<file path="src/rtl/mux_rr_nx1_pkg.sv">
// Shared constants and helpers for the N:1 valid/ready merge.
package mux_rr_nx1_pkg;

    localparam int MODE_FIXED = 32'sd0;
    localparam int MODE_RR    = 32'sd1;

    // Index width needed to name n channels; never below one bit.
    function automatic int clog2(input int n);
        int r;
        r = 32'sd1;
        for (int i = 1; i < 31; i++) begin
            r = ((32'sd1 << i) < n) ? (i + 32'sd1) : r;
        end
        return r;
    endfunction

endpackage

</file>
<file path="src/rtl/mux_rr_nx1_if.sv">
// Valid/ready bundle between N producers, the merge and one consumer.
interface mux_rr_nx1_if #(
    parameter int N     = 4,
    parameter int WIDTH = 8
);
    import mux_rr_nx1_pkg::*;

    localparam int SELW = clog2(N);

    logic [N-1:0]       in_valid;
    logic [N*WIDTH-1:0] in_data;
    logic [N-1:0]       in_ready;
    logic               out_valid;
    logic [WIDTH-1:0]   out_data;
    logic [SELW-1:0]    out_sel;
    logic               out_ready;

    // Producer/consumer side of the merge.
    modport master (
        output in_valid, in_data, out_ready,
        input  in_ready, out_valid, out_data, out_sel
    );

    // The merge itself.
    modport slave (
        input  in_valid, in_data, out_ready,
        output in_ready, out_valid, out_data, out_sel
    );

endinterface

</file>
<file path="src/rtl/mux_rr_nx1_arb.sv">
// Combinational arbiter: rotates the request vector so the scan starts at
// ptr, picks the lowest set bit, then maps the offset back to a channel.
module rr_arbiter
    import mux_rr_nx1_pkg::*;
#(
    parameter int N    = 4,
    parameter int MODE = MODE_RR
) (
    input  logic [N-1:0]         req_i,
    input  logic [clog2(N)-1:0]  ptr_i,
    output logic [N-1:0]         grant_o,
    output logic [clog2(N)-1:0]  gidx_o
);

    localparam int SELW = clog2(N);
    localparam int SW1  = SELW + 1;
    localparam logic [SW1-1:0] N_W = SW1'(N);

    logic [SELW-1:0]  eff_ptr_s;
    logic [2*N-1:0]   req_dbl_s;
    logic [N-1:0]     rot_s;
    logic             found_s;
    logic [SELW-1:0]  off_s;
    logic [SW1-1:0]   sum_s;

    // Rotate-and-priority-encode; fixed priority simply never rotates.
    always_comb begin
        eff_ptr_s = (MODE == MODE_RR) ? ptr_i : {SELW{1'b0}};
        req_dbl_s = {req_i, req_i};
        rot_s     = req_dbl_s[eff_ptr_s +: N];
        found_s   = |rot_s;
        off_s     = {SELW{1'b0}};
        // Descending scan so the lowest set offset wins.
        for (int k = N - 1; k >= 0; k--) begin
            off_s = rot_s[k] ? SELW'(k) : off_s;
        end
        sum_s   = {1'b0, eff_ptr_s} + {1'b0, off_s};
        // Wrap back into 0..N-1; correct for non-power-of-two N too.
        gidx_o  = (sum_s >= N_W) ? SELW'(sum_s - N_W) : sum_s[SELW-1:0];
        grant_o = found_s ? ({{(N-1){1'b0}}, 1'b1} << gidx_o) : {N{1'b0}};
    end

endmodule

</file>
<file path="src/rtl/mux_rr_nx1.sv">
// N:1 valid/ready merge with a registered output stage and round-robin or
// fixed-priority arbitration. Sustains one beat per cycle.
module mux_rr_nx1
    import mux_rr_nx1_pkg::*;
#(
    parameter int N     = 4,
    parameter int WIDTH = 8,
    parameter int MODE  = MODE_RR
) (
    input  logic         clk,
    input  logic         rst_n,
    mux_rr_nx1_if.slave  bus
);

    localparam int SELW = clog2(N);

    logic [N-1:0]     grant_s;
    logic [SELW-1:0]  gidx_s;
    logic             load_s;
    logic [N-1:0]     in_ready_s;
    logic             xfer_s;
    logic [WIDTH-1:0] sel_data_s;

    logic [SELW-1:0]  ptr_q,       ptr_d;
    logic             out_valid_q, out_valid_d;
    logic [WIDTH-1:0] out_data_q,  out_data_d;
    logic [SELW-1:0]  out_sel_q,   out_sel_d;

    rr_arbiter #(
        .N    (N),
        .MODE (MODE)
    ) u_arb (
        .req_i   (bus.in_valid),
        .ptr_i   (ptr_q),
        .grant_o (grant_s),
        .gidx_o  (gidx_s)
    );

    // Handshake: accept only when the output slot is free or draining;
    // reset also blocks acceptance since the register is held clear.
    always_comb begin
        load_s     = !out_valid_q || bus.out_ready;
        in_ready_s = (rst_n && load_s) ? grant_s : {N{1'b0}};
        xfer_s     = |in_ready_s;
    end

    // One-hot AND-OR select of the granted channel's data.
    always_comb begin
        sel_data_s = {WIDTH{1'b0}};
        for (int i = 0; i < N; i++) begin
            sel_data_s = sel_data_s | ({WIDTH{grant_s[i]}} & bus.in_data[i*WIDTH +: WIDTH]);
        end
    end

    // Next-state for the output register and round-robin pointer.
    always_comb begin
        ptr_d       = ptr_q;
        out_valid_d = out_valid_q;
        out_data_d  = out_data_q;
        out_sel_d   = out_sel_q;
        if (xfer_s) begin
            out_valid_d = 1'b1;
            out_data_d  = sel_data_s;
            out_sel_d   = gidx_s;
            if (MODE == MODE_RR) begin
                ptr_d = (gidx_s == SELW'(N - 1)) ? {SELW{1'b0}} : (gidx_s + SELW'(1));
            end else begin
                ptr_d = ptr_q;
            end
        end else if (out_valid_q && bus.out_ready) begin
            out_valid_d = 1'b0;
        end else begin
            out_valid_d = out_valid_q;
        end
    end

    // State registers; asynchronous clear discards any pending beat.
    always_ff @(posedge clk or negedge rst_n) begin
        if (!rst_n) begin
            ptr_q       <= {SELW{1'b0}};
            out_valid_q <= 1'b0;
            out_data_q  <= {WIDTH{1'b0}};
            out_sel_q   <= {SELW{1'b0}};
        end else begin
            ptr_q       <= ptr_d;
            out_valid_q <= out_valid_d;
            out_data_q  <= out_data_d;
            out_sel_q   <= out_sel_d;
        end
    end

    assign bus.in_ready  = in_ready_s;
    assign bus.out_valid = out_valid_q;
    assign bus.out_data  = out_data_q;
    assign bus.out_sel   = out_sel_q;

endmodule

</file>
<file path="src/flat_wrapper.sv">
// flat-port wrapper written by rule: the top's interface ports become plain ports
module mux_rr_nx1_flat import mux_rr_nx1_pkg::*;
#(
    parameter int N     = 4,
    parameter int WIDTH = 8,
    parameter int MODE  = MODE_RR
)
  (clk, rst_n, bus_in_valid, bus_in_data, bus_out_ready, bus_in_ready, bus_out_valid, bus_out_data, bus_out_sel);
  mux_rr_nx1_if #(.N(N), .WIDTH(WIDTH)) bus_i ();
  input  logic clk;
  input  logic rst_n;
  input wire logic [$bits(bus_i.in_valid)-1:0] bus_in_valid;
  input wire logic [$bits(bus_i.in_data)-1:0] bus_in_data;
  input wire logic [$bits(bus_i.out_ready)-1:0] bus_out_ready;
  output wire logic [$bits(bus_i.in_ready)-1:0] bus_in_ready;
  output wire logic [$bits(bus_i.out_valid)-1:0] bus_out_valid;
  output wire logic [$bits(bus_i.out_data)-1:0] bus_out_data;
  output wire logic [$bits(bus_i.out_sel)-1:0] bus_out_sel;
  assign bus_i.in_valid = bus_in_valid;
  assign bus_i.in_data = bus_in_data;
  assign bus_i.out_ready = bus_out_ready;
  assign bus_in_ready = bus_i.in_ready;
  assign bus_out_valid = bus_i.out_valid;
  assign bus_out_data = bus_i.out_data;
  assign bus_out_sel = bus_i.out_sel;
  mux_rr_nx1 #(.N(N), .WIDTH(WIDTH), .MODE(MODE)) u_core (.clk(clk), .rst_n(rst_n), .bus(bus_i));
endmodule
</file>
<file path="config.mk">
export PLATFORM = sky130hd
export DESIGN_NAME = mux_rr_nx1_flat
export DESIGN_NICKNAME = d
export VERILOG_FILES = /design/src/rtl/mux_rr_nx1_pkg.sv /design/src/rtl/mux_rr_nx1_if.sv /design/src/rtl/mux_rr_nx1_arb.sv /design/src/rtl/mux_rr_nx1.sv /design/src/flat_wrapper.sv
export SDC_FILE = /design/constraint.sdc
export NUM_CORES = 1
export LEC_CHECK = 0
export BUFFER_PORTS_ARGS = -buffer_cell sky130_fd_sc_hd__buf_2
export CORE_ASPECT_RATIO = 1.4
export CORE_MARGIN = 2
export CORE_UTILIZATION = 41
export CTS_CLUSTER_SIZE = 25
export DETAILED_ROUTE_END_ITERATION = 8
export PLACE_DENSITY = 0.82
export REMOVE_ABC_BUFFERS = 1
export SLEW_MARGIN = 20
export SYNTH_ARGS = -nofsm -noshare
export SYNTH_HDL_FRONTEND = slang
export SYNTH_SLANG_ARGS = --single-unit
</file>
<file path="constraint.sdc">
create_clock -name clk -period 2.85 [get_ports clk]
set_input_delay 0.57 -clock clk [delete_from_list [all_inputs] [get_ports clk]]
set_output_delay 0.57 -clock clk [all_outputs]
set_load 0.1 [all_outputs]
</file>
==> out/results.txt, run 1 <==
The run finished with clean final reports. The initial utilization of the core area, before any placement, comes to 41.95%. The number of port buffers is 53, and the mean number of vias per cell is 5.397.

The critical path data arrival time is 2.22 ns, and the number of hold buffers added after cts is 0. The pre-antenna-repair detailed-routing pass consisted of 4 iterations. Post-synthesis instance area: 980.9 sq um. In this run, CTS created clock tree buffers numbering 3.

The area share of fa/ha/maj cells after synthesis is 1.276%. Sorting the synthesized cells by how often they occur yields sky130_fd_sc_hd__nor2_1 (24), sky130_fd_sc_hd__o22ai_1 (16), sky130_fd_sc_hd__dfrtp_1 (13). The total core area is 2338 sq um, and the number of different library cells in the post-synthesis netlist is 33.

For the weighted congestion at the end of routability-driven global placement, the log shows 0.8477. Type of the tightest min-delay check: in2async. The detailed router placed 1047 vias in this run. Between clock sinks in the finished design, the worst skew comes to 0.005660 ns. The number of placed instances with taps included came out at 189. The die covers 2805 sq um.

The dominant combinational cell family by area after synthesis is simple AND/OR/NAND/NOR gates. The run gives 0 as the final hold violation count. TritonCTS built the clock tree. The mean routed wirelength per cell is 13.82 um.

The worst setup path is of the reg2out kind. The sum of overflow across all layers after global routing was 0; the die extent in x was 45.34 um. The remaining max-slew budget at the tightest pin was 67.13%. Once detail routing completed, the nets flagged for antenna violations numbered 0.

The tools report the pin count of the biggest net entering global routing as 19. Setup repair after global routing could not meet its margin everywhere. The mean instance size in the synthesized netlist is 9.083 sq um, and the clock latency on the worst-skew pair is 0.27 ns. DRC violation count after routing: 0.

In the global route stage, overall resource usage came out at 20.69%. The post-synthesis cell type with the largest combined area is sky130_fd_sc_hd__dfrtp_1. Total half-perimeter wirelength after legalization and detailed placement: 2005 um.

The worst path in the final design needs a cycle of 2.791 ns, including I/O delays and setup. The tools report the post-synthesis instance total as 108. The type of origin of the critical path was a flop. The upper clock frequency limit is 358.3 MHz. Summed over its instances, the top area cell type makes up 33.16% of the synthesized netlist area. Post-synthesis share of cell area spent on xor and xnor gates: 4.847%. STA puts the critical path data required time at 2.28 ns. The post-synthesis sequential element count came out at 13. The tools report the number of antenna violations at the first check in global routing as 0.

The I/O pin total is 54. The buffer levels on the longest clock path was 2; the number of nets in the layout was 212. The tools report the clock root buffer as sky130_fd_sc_hd__clkbuf_4. STA classifies the critical path endpoint as an output pin. Adding up every negative setup slack in the final design gives 0 ns. The number of sinks on the clock net is 13, and the number of maximum-capacitance constraint violations is 0. For the total of fill cells in the finished design, the log shows 210. Count of placed standard cells in the final layout, fillers left out: 194.

For this run, the leading register cell type out of synthesis is sky130_fd_sc_hd__dfrtp_1. Register clock-pin slew on the reported worst setup and hold paths: 0.08 ns. Relative to the synthesized area, the layout overhead comes to 50.51%. The simple-gate share of the synthesized area came out at 23.21%. The run gives 33.16% as the sequential fraction of the synthesis area. The antenna cell count came out at 0.

The floorplan has 21 rows. The measured slew at the worst slew-check pin is 0.4964 ns. Yosys attributes the largest share of cell area to sky130_fd_sc_hd__dfrtp_1 (33%), sky130_fd_sc_hd__o22ai_1 (10%), sky130_fd_sc_hd__nor2_1 (9.2%), sky130_fd_sc_hd__mux2_4 (7.7%), sky130_fd_sc_hd__mux2_2 (4.6%). Wires add up to 2681 um. The max-slew violation count is 0.

Count of H-tree levels built during CTS: 1. The number of setup violations in the final report came out at 0. Summing the areas of all compound-gate instances in the mapped netlist gives 18.11% of the synthesized area.

The count of yosys warnings during synthesis came out at 0. Counting flops with a built-in enable in the synthesized netlist gives 0. From bottom edge to top edge, the die measures 61.88 um. The post-route netlist has 53.22% of its cells at a drive strength greater than 1. The detailed router finished its first iteration with 45 violations. The wire length of the first global-routing pass is 4271 um, and the post-route clock period utilization is 97.92%. The run gives 1022 as the number of global-route vias before repair.

Async set or reset register ratio after synthesis: 100.0%. The most common cell in the synthesized netlist is sky130_fd_sc_hd__nor2_1. The biggest fanout along the worst timing path is 5. In the synthesized netlist, mux cells make up 13.39% of the area.
[timing repair]
action,CTS,global route
endpoints found under the setup margin,4,4
resized for setup,9,4
setup buffers,1,1
pin swaps,4,4
[placed cells by master, fill, tap and decap left out, types with 2 or more instances in the layout]
master	synthesis	routed
sky130_fd_sc_hd__nor2_2	4	5
sky130_fd_sc_hd__nor2_1	24	23
sky130_fd_sc_hd__mux2_2	4	4
sky130_fd_sc_hd__nand3b_1	2	2
sky130_fd_sc_hd__nand2_1	5	5
sky130_fd_sc_hd__buf_4	2	11
sky130_fd_sc_hd__and3_4	0	2
sky130_fd_sc_hd__nor3b_1	2	2
sky130_fd_sc_hd__o22ai_1	16	16
sky130_fd_sc_hd__nand4_1	2	2
sky130_fd_sc_hd__buf_12	0	4
sky130_fd_sc_hd__mux2_4	5	5
sky130_fd_sc_hd__dfrtp_1	13	12
sky130_fd_sc_hd__buf_2	2	49
sky130_fd_sc_hd__clkbuf_4	0	3
sky130_fd_sc_hd__inv_1	3	3
sky130_fd_sc_hd__xnor2_4	0	2
[metal layers]
| metal | share of wire [%] | track usage (%) | vias up |
|---|---|---|---|
| met5 | 0 | 0 | - |
| met1 | 38 | 23.69 | 499 |
| met2 | 57 | 37.55 | 25 |
| met3 | 3.8 | 3.757 | 2 |
| li1 | - | - | 521 |
| met4 | 1.0 | 7.983 | 0 |
[critical path: stages (launching register included)]
cell and delay [ns]:
sky130_fd_sc_hd__dfrtp_2 0.45, sky130_fd_sc_hd__o21ai_2 0.15, sky130_fd_sc_hd__a21oi_1 0.08, sky130_fd_sc_hd__o31a_1 0.27
sky130_fd_sc_hd__ha_4 0.19, sky130_fd_sc_hd__xnor2_4 0.15, sky130_fd_sc_hd__xnor2_4 0.24, sky130_fd_sc_hd__and3_4 0.24
sky130_fd_sc_hd__buf_12 0.17
[sequential cells by signal (all words and copies together) (netlist names)]
| name | flops |
|---|---|
| u_core.bus.out_data | 8 |
| u_core.bus.out_sel | 2 |
| u_core.ptr_q | 2 |
| u_core.bus.out_valid | 1 |
[stage by stage]
stage	hold slack [ns]	setup WS [ns]	util (%)	instance area (sq um)
after global routing	0.2087	-0.05039	63.14	1476
after global placement	0.4786	-0.06178	58.59	1370
final	0.1844	0.05939	63.14	1476
after CTS	0.1863	0.008591	61.74	1444
after floorplan	0.2744	-1.008	-	933.4
after detailed placement	0.4867	-0.1563	58.59	1370
[area by class of cell]
type	count	area [sq um]	share of cell area [%]
inverters	3	11.26	0.7627
repair buffers	65	419.2	28.39
flip-flops and latches	13	326.6	22.12
clock buffers	4	26.28	1.780
well taps	23	28.78	1.949
multi-input cells	86	664.4	45.00
[kinds of logic after synthesis]
kind of cell,count (synthesis)
adder cells (fa/ha/maj),1
buffers and inverters,9
flip-flops,13
multiplexers,10
XOR/XNOR,3
AND/OR/NAND/NOR,46
AO/OA/AOI/OAI,26
[worst paths after layout]
kind	startpoint	end	slack, ns	cells past startpoint
hold reg to reg	u_core.bus.out_sel[0]$_DFFE_PN0P_	u_core.bus.out_sel[0]$_DFFE_PN0P_	0.49	2
hold / removal	rst_n	u_core.bus.out_data[2]$_DFFE_PN0P_	0.18	1
min in group clk	u_core.bus.out_sel[0]$_DFFE_PN0P_	u_core.bus.out_sel[0]$_DFFE_PN0P_	0.49	2
max in group asynchronous	rst_n	u_core.ptr_q[1]$_DFFE_PN0P_	2.40	1
setup reg to reg	u_core.ptr_q[1]$_DFFE_PN0P_	u_core.bus.out_data[7]$_DFFE_PN0P_	0.54	9
setup / recovery	u_core.ptr_q[1]$_DFFE_PN0P_	bus_in_ready[2]	0.06	8
Power of run 1 is left out: the tool's default activity adds up to more than one toggle a clock period on the data nets, which glitch-free logic cannot reach.
==> inputs of run 2 (changes only) <==
--- a/config.mk
+++ b/config.mk
@@ -5,13 +5,14 @@
 export SDC_FILE = /design/constraint.sdc
 export NUM_CORES = 1
 export LEC_CHECK = 0
+export ABC_AREA = 1
 export BUFFER_PORTS_ARGS = -buffer_cell sky130_fd_sc_hd__buf_2
 export CORE_ASPECT_RATIO = 1.4
 export CORE_MARGIN = 2
 export CORE_UTILIZATION = 41
 export CTS_CLUSTER_SIZE = 25
 export DETAILED_ROUTE_END_ITERATION = 8
-export PLACE_DENSITY = 0.82
+export PLACE_DENSITY = 0.78
 export REMOVE_ABC_BUFFERS = 1
 export SLEW_MARGIN = 20
 export SYNTH_ARGS = -nofsm -noshare
==> run 2 against run 1 <==
Effect of this change: the flow now finishes with violations (setup timing); sequential share of layout area is 4.1 points lower; register-to-register slack improved by 0.07 ns; die area grew 19%; worst hold slack better by 0.082 ns; cell count is 34% higher; cell area is 23% higher; clock-buffer cell count did not move; wire length is 27% higher; first-iteration DRC count decreased by 44%; non-clock buffer count up 12; utilization grew 1.5 points.
==> out/results.txt, run 2 <==
The flow ran to the end, but the final reports show violations. The final reports fail on setup timing. The worst setup path is launched from a flop.

Leaving out fill and tap cells, the most frequent cell in the layout is sky130_fd_sc_hd__buf_2. The run gives 13 (unchanged) as the number of sinks on the clock net. Among all stages on the critical path, the largest delay is contributed by sky130_fd_sc_hd__dfrtp_2. The highest cell delay on the worst timing path was 0.46 ns (about the same). Proportion of layout cells with a drive suffix above 1: 56.05% (+2.8 points). The run gives 1 (unchanged) as the count of H-tree levels built during CTS. The area share of the largest cell type after synthesis came out at 27.37% (-5.8 points). The run gives 27.37% (-5.8 points) as the sequential fraction of the synthesis area.

Post-synthesis cell type with the largest combined area: sky130_fd_sc_hd__dfrtp_1. Leaving out fill and tap cells, the most frequent cells in the layout are sky130_fd_sc_hd__buf_2 (49), sky130_fd_sc_hd__nor2_1 (25), sky130_fd_sc_hd__buf_4 (24), sky130_fd_sc_hd__nand3_1 (23), sky130_fd_sc_hd__nand4_1 (16). The tools report the type of destination of the critical path as an output pin. The async set or reset register ratio after synthesis is 100.0% (unchanged).

For the clock latency on the worst-skew pair, the log shows 0.24 ns (-0.03 ns). The post-synthesis instance area was 1189 sq um (+21%); the number of enable flip-flop cells after synthesis was 0 (unchanged). The logs give -0.03224 ns (-0.09162 ns) for the final worst slack and 860.8 sq um (+30%) for the area of the multi-input gates. The mean routed wirelength per cell came out at 13.15 um (-4.9%). Number of buffers inserted during clock tree synthesis: 3 (unchanged).

The I/O pin total came out at 54 (unchanged). The measured slew at the worst slew-check pin came out at 0.5005 ns (+0.004041 ns). The most used flip-flop cell after synthesis was sky130_fd_sc_hd__dfrtp_1. Detailed router's first-iteration violation count: 25 (-44%). The worst setup path is of the reg2out kind. The pin count of the biggest net entering global routing was 20 (+1); the aggregate routed wire length was 3418 um (+27%). The post-synthesis sequential element count works out to 13 (unchanged). The most instantiated library cell after synthesis was sky130_fd_sc_hd__nand3_1.

Synthesis-to-finish area growth: 53.37%. The run gives 0 (unchanged) as the max-slew violation count. The tools report the number of placement rows as 23 (+9.5%). Yosys attributes the largest share of cell area to sky130_fd_sc_hd__dfrtp_1 (27%), sky130_fd_sc_hd__nand3_1 (13%), sky130_fd_sc_hd__nand4_1 (8.4%), sky130_fd_sc_hd__nor2_1 (8.2%), sky130_fd_sc_hd__nand2_1 (5.4%). The tools report the remaining max-slew budget at the tightest pin as 66.86% (-0.27 points). Required time of the critical path: 2.28 ns (about the same). For the count of yosys warnings during synthesis, the log shows 0 (unchanged). For the number of nets with antenna violations after detailed routing, the log shows 0 (unchanged). The weighted congestion at the end of routability-driven global placement came out at 0.8225 (-3.0%). The total of fill cells in the finished design is 233 (+11%), and the DRC violation count after routing is 0 (unchanged). The total track usage came out at 20.14% (-0.55 points). The buffer levels on the longest clock path came out at 2 (unchanged). The biggest fanout along the worst timing path works out to 6 (+1). The logs give 264 (+25%) for the number of nets in the layout and 0 (unchanged) for the sum of overflow across all layers after global routing. The y dimension of the die was 67.71 um (+9.4%). The tools report the critical path data arrival time as 2.31 ns (+0.09 ns).

The post-route clock period utilization works out to 101.1% (+3.2 points). The number of different library cells in the post-synthesis netlist is 30 (-9.1%), and the number of setup violations in the final report is 4 (+4). TritonCTS built the clock tree. The upper clock frequency limit is 347.0 MHz (-3.2%). Number of port buffers: 53 (unchanged). The mean instance size in the synthesized netlist came out at 7.924 sq um (-13%). The register clock-pin slew on the reported worst setup and hold paths is 0.06 ns (-0.02 ns), and the worst-case register-to-register setup slack is 0.61 ns (+0.07 ns). CTS placed an instance of sky130_fd_sc_hd__clkbuf_8 at the clock tree root. The tools report the post-synthesis instance total as 150 (+39%). The logs give 327.8 sq um (+0.38%) for the storage element area and 3352 sq um (+19%) for the die outline area.

The signal on the critical path passes through nand2_1 -> nand3_2 -> nand2_2 -> nand3_2 -> a21boi_2 -> ha_4 -> xor2_4 -> buf_4 -> nand2_8 -> nand2_8 -> nand2_2 -> nor2_4 -> buf_12. The wire length of the first global-routing pass came out at 5250 um (+23%). Mean number of vias per cell: 5.154 (-4.5%). The tools report the number of global-route vias before repair as 1226 (+20%). Starting utilization of the core area: 42.15% (+0.20 points). The run gives 0 (unchanged) as the number of antenna violations at the first check in global routing. The detailed-route via count was 1340 (+28%). Type of the tightest min-delay check: in2async. The logs give 0 (unchanged) for the final hold violation count and 0 (unchanged) for the antenna cell count.

The tools report the worst hold slack across all endpoints as 0.2661 ns (+0.08177 ns). The total core area came out at 2820 sq um (+21%). The tools report the number of maximum-capacitance constraint violations as 0 (unchanged). The count of TritonRoute iterations in the first routing pass was 4 (unchanged); the clock period minus worst slack was 2.882 ns (+0.09162 ns).

By count the netlist is led by sky130_fd_sc_hd__nand3_1 (30), sky130_fd_sc_hd__nor2_1 (26), sky130_fd_sc_hd__nand2_1 (17). The number of flip-flops under the largest register name is 8 (unchanged). The tools report the worst clock skew as 0.001713 ns (-0.003948 ns). Die extent in x: 49.51 um (+9.2%).

Setup repair after global routing could not meet its margin everywhere. The total half-perimeter wirelength after legalization and detailed placement was 2284 um (+14%).
run 2: kinds of logic (layout without fill, tap and decap cells):
logic type	after synthesis	count (layout)	synth area share, %
buffers and inverters	16	89	9.368
AO/OA/AOI/OAI	7	7	3.474
XOR/XNOR	1	1	2.316
AND/OR/NAND/NOR	112	112	56.42
flip-flops	13	13	27.37
adder cells (fa/ha/maj)	1	1	1.052
run 2: final cells by class:
class,instances,share of cell area (%)
tap,37,2.539
multi-input combinational,121,47.22
clock buffer,4,2.471
timing repair buffer,77,27.73
inverter,8,2.059
sequential,13,17.98
run 2: what timing repair did:
action,4_1_cts,5_1_grt
pin swaps,1,7
hold buffers,0,0
endpoints found under the setup margin,4,4
gates resized for setup,16,12
gates cloned,0,0
endpoints found under the hold margin,0,0
buffers inserted,3,6
run 2: worst paths after layout:
path | from | endpoint | depth (start not counted)
worst min-delay path | rst_n | u_core.bus.out_data[1]$_DFFE_PN0P_ | 2
worst max-delay path | u_core.ptr_q[0]$_DFFE_PN0P_ | bus_in_ready[2] | 13
min in group clk | u_core.bus.out_sel[1]$_DFFE_PN0P_ | u_core.bus.out_sel[1]$_DFFE_PN0P_ | 1
max in group asynchronous | rst_n | u_core.ptr_q[1]$_DFFE_PN0P_ | 2
worst max register to register | u_core.ptr_q[0]$_DFFE_PN0P_ | u_core.bus.out_data[2]$_DFFE_PN0P_ | 15
worst min register to register | u_core.bus.out_sel[1]$_DFFE_PN0P_ | u_core.bus.out_sel[1]$_DFFE_PN0P_ | 1
run 2: through the flow:
stage	setup slack, ns	setup TNS [ns]	cell area (sq um)	utilization, %	cells
floorplan	-2.528	-5.464	1112	-	142
global placement	-0.05786	-0.1163	1597	56.61	247
detailed placement	-0.07858	-0.1942	1597	56.61	247
CTS	0.004741	0	1719	60.96	254
global route	-0.1633	-0.5469	1823	64.64	260
finish	-0.03224	-0.08818	1823	64.64	260
run 2: routing by layer:
layer  track usage [%]  vias up  share of wire [%]  wire [um]
li1                  -      667                  -          -
met5                 0        -                  0          0
met3             3.319        6                5.3        181
met4             7.639        0                1.8         60
met1             24.28      608                 39       1325
met2             35.98       59                 54       1851
run 2: critical path: cells and delay by family, from the launching register on:
kind,cells,cell delay (ns)
buf+inv,2,0.34
flops,1,0.46
simple gates,8,0.76
compound gates,1,0.19
xor+xnor,1,0.15
fa+ha+maj,1,0.18
Power of run 2 is left out for the same reason.
